File: config.mk
export PLATFORM = sky130hd
export DESIGN_NAME = fetch_sequencer
export DESIGN_NICKNAME = d
export VERILOG_FILES = /design/src/rtl/fetch_sequencer.sv
export SDC_FILE = /design/constraint.sdc
export NUM_CORES = 1
export LEC_CHECK = 0
export ABC_AREA = 1
export CAP_MARGIN = 20
export CORE_ASPECT_RATIO = 1.4
export CORE_MARGIN = 4
export CORE_UTILIZATION = 35
export DETAILED_ROUTE_END_ITERATION = 10
export GPL_TIMING_DRIVEN = 0
export HOLD_SLACK_MARGIN = 0.08
export REMOVE_ABC_BUFFERS = 1
export SYNTH_ARGS = -nofsm -noshare
export SYNTH_HDL_FRONTEND = slang
export SYNTH_SLANG_ARGS = --single-unit
File: constraint.sdc
create_clock -name clk -period 14.1 [get_ports clk]
set_clock_uncertainty 0.05 [all_clocks]
set_input_delay 2.82 -clock clk [delete_from_list [all_inputs] [get_ports clk]]
set_output_delay 2.82 -clock clk [all_outputs]
set_load 0.03 [all_outputs]
File: src/rtl/fetch_sequencer.sv
// IF-stage fetch sequencer: owns the PC, keeps at most one instruction-memory read in flight,
// and buffers returned words in a small prefetch FIFO. Define FETCH_PERF_EN to add fetch/flush counters.
module fetch_sequencer #(
  parameter logic [31:0] RESET_PC = 32'h0000_0000,
  parameter int unsigned DEPTH    = 2
) (
  input  logic        clk,
  input  logic        rst,
  output logic        imem_req,
  output logic [31:0] imem_addr,
  input  logic        imem_valid,
  input  logic [31:0] imem_rdata,
  output logic        if_valid,
  output logic [31:0] if_instr,
  output logic [31:0] if_pc4,
  input  logic        if_ready,
  input  logic        br_taken,
  input  logic [31:0] br_addr
`ifdef FETCH_PERF_EN
  ,
  output logic [31:0] perf_fetch_cnt,
  output logic [31:0] perf_flush_cnt
`endif
);

  localparam int unsigned    PW       = (DEPTH > 1) ? $clog2(DEPTH) : 1;
  localparam int unsigned    CW       = $clog2(DEPTH + 1);
  localparam logic [CW-1:0]  DEPTH_C  = CW'(DEPTH);
  localparam logic [CW-1:0]  CNT_ZERO = {CW{1'b0}};
  localparam logic [PW-1:0]  LAST_PTR = PW'(DEPTH - 1);

  typedef enum logic [0:0] {
    ST_IDLE = 1'b0,
    ST_WAIT = 1'b1
  } state_t;

  state_t        r_state;
  state_t        w_state_nxt;
  logic [31:0]   r_pc;
  logic [31:0]   r_req_pc;
  logic          r_drop;
  logic          w_drop_nxt;
  logic          w_issue;
  logic          w_push;
  logic          w_pop;
  logic [31:0]   r_fifo_instr [DEPTH];
  logic [31:0]   r_fifo_pc4   [DEPTH];
  logic [PW-1:0] r_rd_ptr;
  logic [PW-1:0] r_wr_ptr;
  logic [CW-1:0] r_count;

  function automatic logic [PW-1:0] ptr_inc(input logic [PW-1:0] p);
    return (p == LAST_PTR) ? {PW{1'b0}} : p + PW'(1);
  endfunction

  // Next-state, issue and push decisions; a redirect suppresses issue and push this cycle
  always_comb begin
    w_state_nxt = r_state;
    w_drop_nxt  = r_drop;
    w_issue     = 1'b0;
    w_push      = 1'b0;
    case (r_state)
      ST_IDLE: begin
        if (!rst && !br_taken && (r_count < DEPTH_C)) begin
          w_issue     = 1'b1;
          w_state_nxt = ST_WAIT;
        end else begin
          w_issue     = 1'b0;
        end
      end
      ST_WAIT: begin
        if (imem_valid) begin
          w_state_nxt = ST_IDLE;
          w_drop_nxt  = 1'b0;
          w_push      = !r_drop && !br_taken;
        end else if (br_taken) begin
          w_drop_nxt  = 1'b1;
        end else begin
          w_drop_nxt  = r_drop;
        end
      end
      default: begin
        w_state_nxt = ST_IDLE;
        w_drop_nxt  = 1'b0;
      end
    endcase
  end

  assign w_pop     = (r_count != CNT_ZERO) && if_ready && !br_taken;
  assign imem_req  = w_issue;
  assign imem_addr = w_issue ? r_pc : 32'h0000_0000;
  assign if_valid  = (r_count != CNT_ZERO);
  assign if_instr  = if_valid ? r_fifo_instr[r_rd_ptr] : 32'h0000_0000;
  assign if_pc4    = if_valid ? r_fifo_pc4[r_rd_ptr]   : 32'h0000_0000;

  // Control state: FSM, PC, drop flag and FIFO pointers/occupancy
  always_ff @(posedge clk) begin
    if (rst) begin
      r_state  <= ST_IDLE;
      r_pc     <= RESET_PC;
      r_req_pc <= 32'h0000_0000;
      r_drop   <= 1'b0;
      r_rd_ptr <= {PW{1'b0}};
      r_wr_ptr <= {PW{1'b0}};
      r_count  <= CNT_ZERO;
    end else begin
      r_state <= w_state_nxt;
      r_drop  <= w_drop_nxt;
      if (br_taken) begin
        r_pc     <= br_addr & 32'hFFFF_FFFC;
        r_rd_ptr <= {PW{1'b0}};
        r_wr_ptr <= {PW{1'b0}};
        r_count  <= CNT_ZERO;
      end else begin
        if (w_issue) begin
          r_pc     <= r_pc + 32'd4;
          r_req_pc <= r_pc;
        end else begin
          r_pc     <= r_pc;
        end
        if (w_push) begin
          r_wr_ptr <= ptr_inc(r_wr_ptr);
        end else begin
          r_wr_ptr <= r_wr_ptr;
        end
        if (w_pop) begin
          r_rd_ptr <= ptr_inc(r_rd_ptr);
        end else begin
          r_rd_ptr <= r_rd_ptr;
        end
        case ({w_push, w_pop})
          2'b10:   r_count <= r_count + CW'(1);
          2'b01:   r_count <= r_count - CW'(1);
          default: r_count <= r_count;
        endcase
      end
    end
  end

  // FIFO payload storage; contents only matter while counted as occupied
  always_ff @(posedge clk) begin
    if (!rst && w_push) begin
      r_fifo_instr[r_wr_ptr] <= imem_rdata;
      r_fifo_pc4[r_wr_ptr]   <= r_req_pc + 32'd4;
    end
  end

`ifdef FETCH_PERF_EN
  // Delivered-instruction and redirect counters, wrapping at 2^32
  always_ff @(posedge clk) begin
    if (rst) begin
      perf_fetch_cnt <= 32'h0000_0000;
      perf_flush_cnt <= 32'h0000_0000;
    end else begin
      if (w_pop) begin
        perf_fetch_cnt <= perf_fetch_cnt + 32'd1;
      end else begin
        perf_fetch_cnt <= perf_fetch_cnt;
      end
      if (br_taken) begin
        perf_flush_cnt <= perf_flush_cnt + 32'd1;
      end else begin
        perf_flush_cnt <= perf_flush_cnt;
      end
    end
  end
`endif

endmodule

-- Word level (Yosys, flattened, before mapping)
Memory sizes are Yosys's and may differ from the RTL's. A register that Yosys moved wholly into a read port is not among the register bits.
Cells that the tools add are included.
- flip-flop bits (word level): 70
- output and inout bits: 98
- bits in writable memories: 128
- memories kept: 2
- input port bits: 69
- logic and storage cells: 59
- reductions and logical operators: 16
- multiplexer cells: 22
- bitwise logic cells: 2
- add/sub/neg operators: 6
- magnitude comparators: 1
- equality and inequality tests: 2
- memories (memory ; depth ; bits a word ; read ports ; clocked after Yosys merged registers in ; wr ports ; line ; text):
    r_fifo_instr ; 2 ; 32 ; 1 ; 1 ; 1 ; 46 ; logic [31:0] r_fifo_instr [DEPTH];
    r_fifo_pc4 ; 2 ; 32 ; 1 ; 1 ; 1 ; 47 ; logic [31:0] r_fifo_pc4 [DEPTH];
- operator list (cell ; count):
    $mux 32 ; 5
    $add 32x3->32 const B ; 2
    $mux 1 ; 15
    $reduce_bool 2->1 ; 4
    $logic_and 1x1->1 ; 6
    $pmux 2 s2 ; 1
    $reduce_and 2->1 ; 2
    $logic_not 1->1 ; 3
    $add 1x1->1 const B ; 2
    $add 2x1->2 const B ; 1
    $eq 2x1->1 const B ; 1
    $eq 2x2->1 const B ; 1
    $lt 2x2->1 const B ; 1
    $not 1->1 ; 2
    $pmux 1 s2 ; 1
    $reduce_or 2->1 ; 1
    $sub 2x1->2 const B ; 1

-- Longest topological paths before layout
- depth after elaboration: 7
- mapped depth: 10
- gate-level depth less buffers: 10

-- Worst setup path before layout
OpenSTA, ideal clock, no wires.
- path kind: input -> register
- start point: input rst
- end point: memory r_fifo_instr[0][0] (enable)
- required time: 13.491 ns
- library setup time: 0.559 ns
- stages: 3
- arrival time: 7.419 ns
- buffers on the path: 2
- setup slack: 6.073 ns
- cells stage by stage: buf_2 -> buf_2 -> nor3_1
- word-level cells in the longest chain between the ends: 4
- RTL lines (what ; line ; text):
    from (decl) ; 8 ; input logic rst,
    $logic_not 1->1 ; 142 ; if (!rst && w_push) begin
    $logic_and 1x1->1 ; 142 ;
    $mux 1 ; 142 ;
    $mux 1 (not written as such) ; 143 ; r_fifo_instr[r_wr_ptr] <= imem_rdata;
    to (decl) ; 46 ;
No other way between the ends.

-- Worst setup path in the final report
- start point: input br_taken
- end point: output imem_addr[3]
- word-level cells in the longest chain between the ends: 6
- RTL lines (what ; line ; text):
    from (decl) ; 17 ; input logic br_taken,
    $logic_not 1->1 ; 64 ; if (!rst && !br_taken && (r_count < DEPTH_C)) begin
    $logic_and 1x1->1 (2 in a row) ; 64 ;
    $mux 1 ; 64 ;
    $mux 1 ; 62 ; case (r_state)
    $mux 32 ; 91 ; assign imem_addr = w_issue ? r_pc : 32'h0000_0000;
    to (decl) ; 10 ; output logic [31:0] imem_addr,
No other way between the ends.

==> flow_metrics.env <==
export IMPL_synth_common_cells="nand2_1, edfxtp_1, a21oi_1"
export IMPL_grt_overflow=0
export IMPL_crit_family="buffers and inverters"
export IMPL_ys_seq_area_share_pct=55.94
export IMPL_cts_repair_resized=0
export IMPL_num_rows=69
export IMPL_fin_crit_sh_pct=63.53
export IMPL_dp_cells=1495
export IMPL_min_path_type="reg -> reg"
export IMPL_cp_max_fo=61
export IMPL_first_pass_iters=5
export IMPL_peakVddDrop_v=0.00008569
export IMPL_synth_distinct_cells=37
export IMPL_power_w=0.001214
export IMPL_avgViaCountPerCell=4.728
export IMPL_clk_pin_slew_worst_paths_ns=0.06
export IMPL_power_leakage_nw=4.153
export IMPL_setup_worst_path_end_class="output port"
export IMPL_port_buffers=160
export IMPL_fmax_ghz=0.1116
export IMPL_grt_usage_pct=16.19
export IMPL_root_buffer="clkbuf_16"
export IMPL_fin_tns_setup_ns=0
export IMPL_wl_per_cell_um=14.98
export IMPL_start_kind="input pin"
export IMPL_cts_tree="built"
export IMPL_grt_max_degree=62
export IMPL_ys_ff_latch=191
export IMPL_drive_above_1_share_pct=7.450
export IMPL_worst_slew_pin_slew_ns=0.7724
export IMPL_grt_pass1_vias=6942
export IMPL_cp_num_buf_inv=5
export IMPL_swShare_pct=21.39
export IMPL_drv_cap=0
export IMPL_post_synth_top_count_cell="nand2_1"
export IMPL_arrival_ns=6.09
export IMPL_clock_latency_ns=0.43
export IMPL_hold_violations=0
export IMPL_synthCells=1043
export IMPL_postCtsSetupRepairBufs=0
export IMPL_status="finished, final reports clean"
export IMPL_n_antenna_cell=0
export IMPL_drt_iter0_markers=416
export IMPL_wirelength_um=22880
export IMPL_dp_hpwl_um=16970
export IMPL_gp_congestion=0.8307
export IMPL_synth_area_per_cell_um2=8.680
export IMPL_grt_first_pass_wirelength_um=36270
export IMPL_final_util_pct=46.00
export IMPL_start_util_pct=35.55
export IMPL_dpl_cell_area_um2=11080
export IMPL_cts_hold_fix_buffers=0
export IMPL_antenna_found_initial=0
export IMPL_crit_chain="clkdlybuf4s50_1 > buf_8 > nor2_8 > nand2_4 > inv_2 > nand2_1 > inv_1 > clkdlybuf4s50_1"
export IMPL_met2_usage_pct=29.10
export IMPL_p_int_w=0.0009543
export IMPL_relSlewSlack_pct=48.43
export IMPL_area_growth_pct=29.39
export IMPL_p_comb_share_pct=7.1
export IMPL_use_met3_pct=3.044
export IMPL_syn_cell_area_um2=9054
export IMPL_finalSetupViolCount=0
export IMPL_cpMostUsedCell="clkdlybuf4s50_1"
export IMPL_die_area_um2=28540
export IMPL_yosysTopAreaCellShare_pct=41.13
export IMPL_numClockSinks=191
export IMPL_route_vias_total=7220
export IMPL_rsz0062_at_grt="no"
export IMPL_final_cell_area_um2=11720
export IMPL_synthTopCellsByArea="edfxtp_1, dfxtp_1, nand2_1, a21oi_1, inv_1"
export IMPL_grt_busiest_layer="met2"
export IMPL_die_width_um=143.9
export IMPL_clockPowerShare_pct=42.2
export IMPL_async_reset_ff_share_pct=0
export IMPL_yosys_warnings=0
export IMPL_power_per_cell_area_nw_per_um2=103.6
export IMPL_cts_buffer_depth=2
export IMPL_drc=0
export IMPL_ys_dominant_reg_cell="edfxtp_1"
export IMPL_htree_levels=4
export IMPL_worstPathRequired_ns=11.23
export IMPL_grt_use_met1_pct=18.96
export IMPL_p_seq_share_pct=50.7
export IMPL_final_nets=1267
export IMPL_core_area_um2=25470
export IMPL_n_fill_cell=2444
export IMPL_cts_made_buffers=17
export IMPL_die_h_um=198.3
export IMPL_ant_nets=0
export IMPL_critical_path_class="in -> out"
export IMPL_synth_top_cell_by_area="edfxtp_1"
export IMPL_synth_edf_count=124
export IMPL_final_cell_count_no_fill=1527
export IMPL_ios=167
export IMPL_p_switching_w=0.0002597
export IMPL_period_minus_slack_ns=8.958
export IMPL_critPathSlowestCell="inv_2"
export IMPL_final_max_slew_viol_count=0
export IMPL_crit_path_max_incr_delay_ns=0.74
[stage by stage]
stage	setup slack, ns	hold slack (ns)
6_report	5.142	0.4221
3_5_place_dp	5.085	0.4172
5_1_grt	4.888	0.4440
4_1_cts	5.076	0.4275
2_1_floorplan	6.256	0.3974
3_3_place_gp	1.545	0.4090
[worst min-delay path: cells and delay by family (launching register included)]
family	cells	cell delay, ns
flops	1	0.30
buf+inv	1	0.07
compound gates	1	0.06
[metal layers]
| layer | part of all wire, % | vias to the layer above |
|---|---|---|
| met5 | 0 | - |
| met4 | 2.8 | 0 |
| met3 | 4.1 | 37 |
| met2 | 52 | 160 |
| met1 | 41 | 3309 |
| li1 | - | 3714 |
[final cells by class]
class	count	area (µm²)	share of cell area, %
tap	319	399.1	3.407
clock buffer	29	573.1	4.892
clock inverter	3	66.31	0.5661
timing repair buffer	177	1827	15.59
sequential	191	5066	43.24
inverter	106	397.9	3.396
multi-input combinational	702	3386	28.90
[final timing paths]
check / from / endpoint / slack (ns) / cells after the start
setup / recovery: br_taken / imem_addr[3] / 5.14 / 8
hold / removal: r_rd_ptr / flop / 0.42 / 2
setup reg to reg: r_count[1] / r_req_pc[3] / 11.86 / 5
hold reg to reg: r_rd_ptr / flop / 0.42 / 2
[power by group through the flow]
stage | registers (W) | logic (W) | clock network [W]
2_1_floorplan | 0.000625 | 0.0000431 | 0
3_3_place_gp | 0.000628 | 0.0000840 | 0
3_5_place_dp | 0.000628 | 0.0000870 | 0
4_1_cts | 0.000615 | 0.0000876 | 0.000526
5_1_grt | 0.000617 | 0.0000957 | 0.000552
6_report | 0.000615 | 0.0000863 | 0.000512
[cell usage in the layout (no fill, tap or decap), types with 2 or more instances in the layout]
master           count
nand3b_1             6
and2_1               2
nand3_2              2
clkbuf_16           19
nand2_2              5
nand2_1            302
buf_4                2
nor2_1              88
conb_1               4
nor2_2               8
o21a_1               7
nand4_1              8
nand3_1             45
edfxtp_1           124
buf_6                8
o21ai_0             35
nor3_2               5
dfxtp_1             66
buf_12               4
buf_8                3
o21ai_1              2
bufinv_16            2
xor2_1              21
clkbuf_1             4
nand2_4              2
nor3_1              14
clkdlybuf4s50_1    159
nor2_4              11
a211oi_1             4
inv_2                8
xnor2_1              9
a21oi_1            106
clkbuf_8             6
inv_1               98
a31oi_1              8
ha_1                 3
[cell families after synthesis]
family / synth area share, %
and+or+nand+nor: 24.21
xor gates and xnor gates: 2.902
AOI/OAI and AO/OA: 9.536
other: 0.04142
buffers and inverters: 6.951
DFF: 55.94
adders and majority gates: 0.4146
[state kept, by name (all words and copies together), names as in the netlist, named ones only]
register	flops
r_wr_ptr	1
r_req_pc	30
r_pc	30
r_fifo_instr	64
r_state	1
r_fifo_pc4	60
r_drop	1
r_count	2
r_rd_ptr	1
Power figures use the tool's default switching activity.
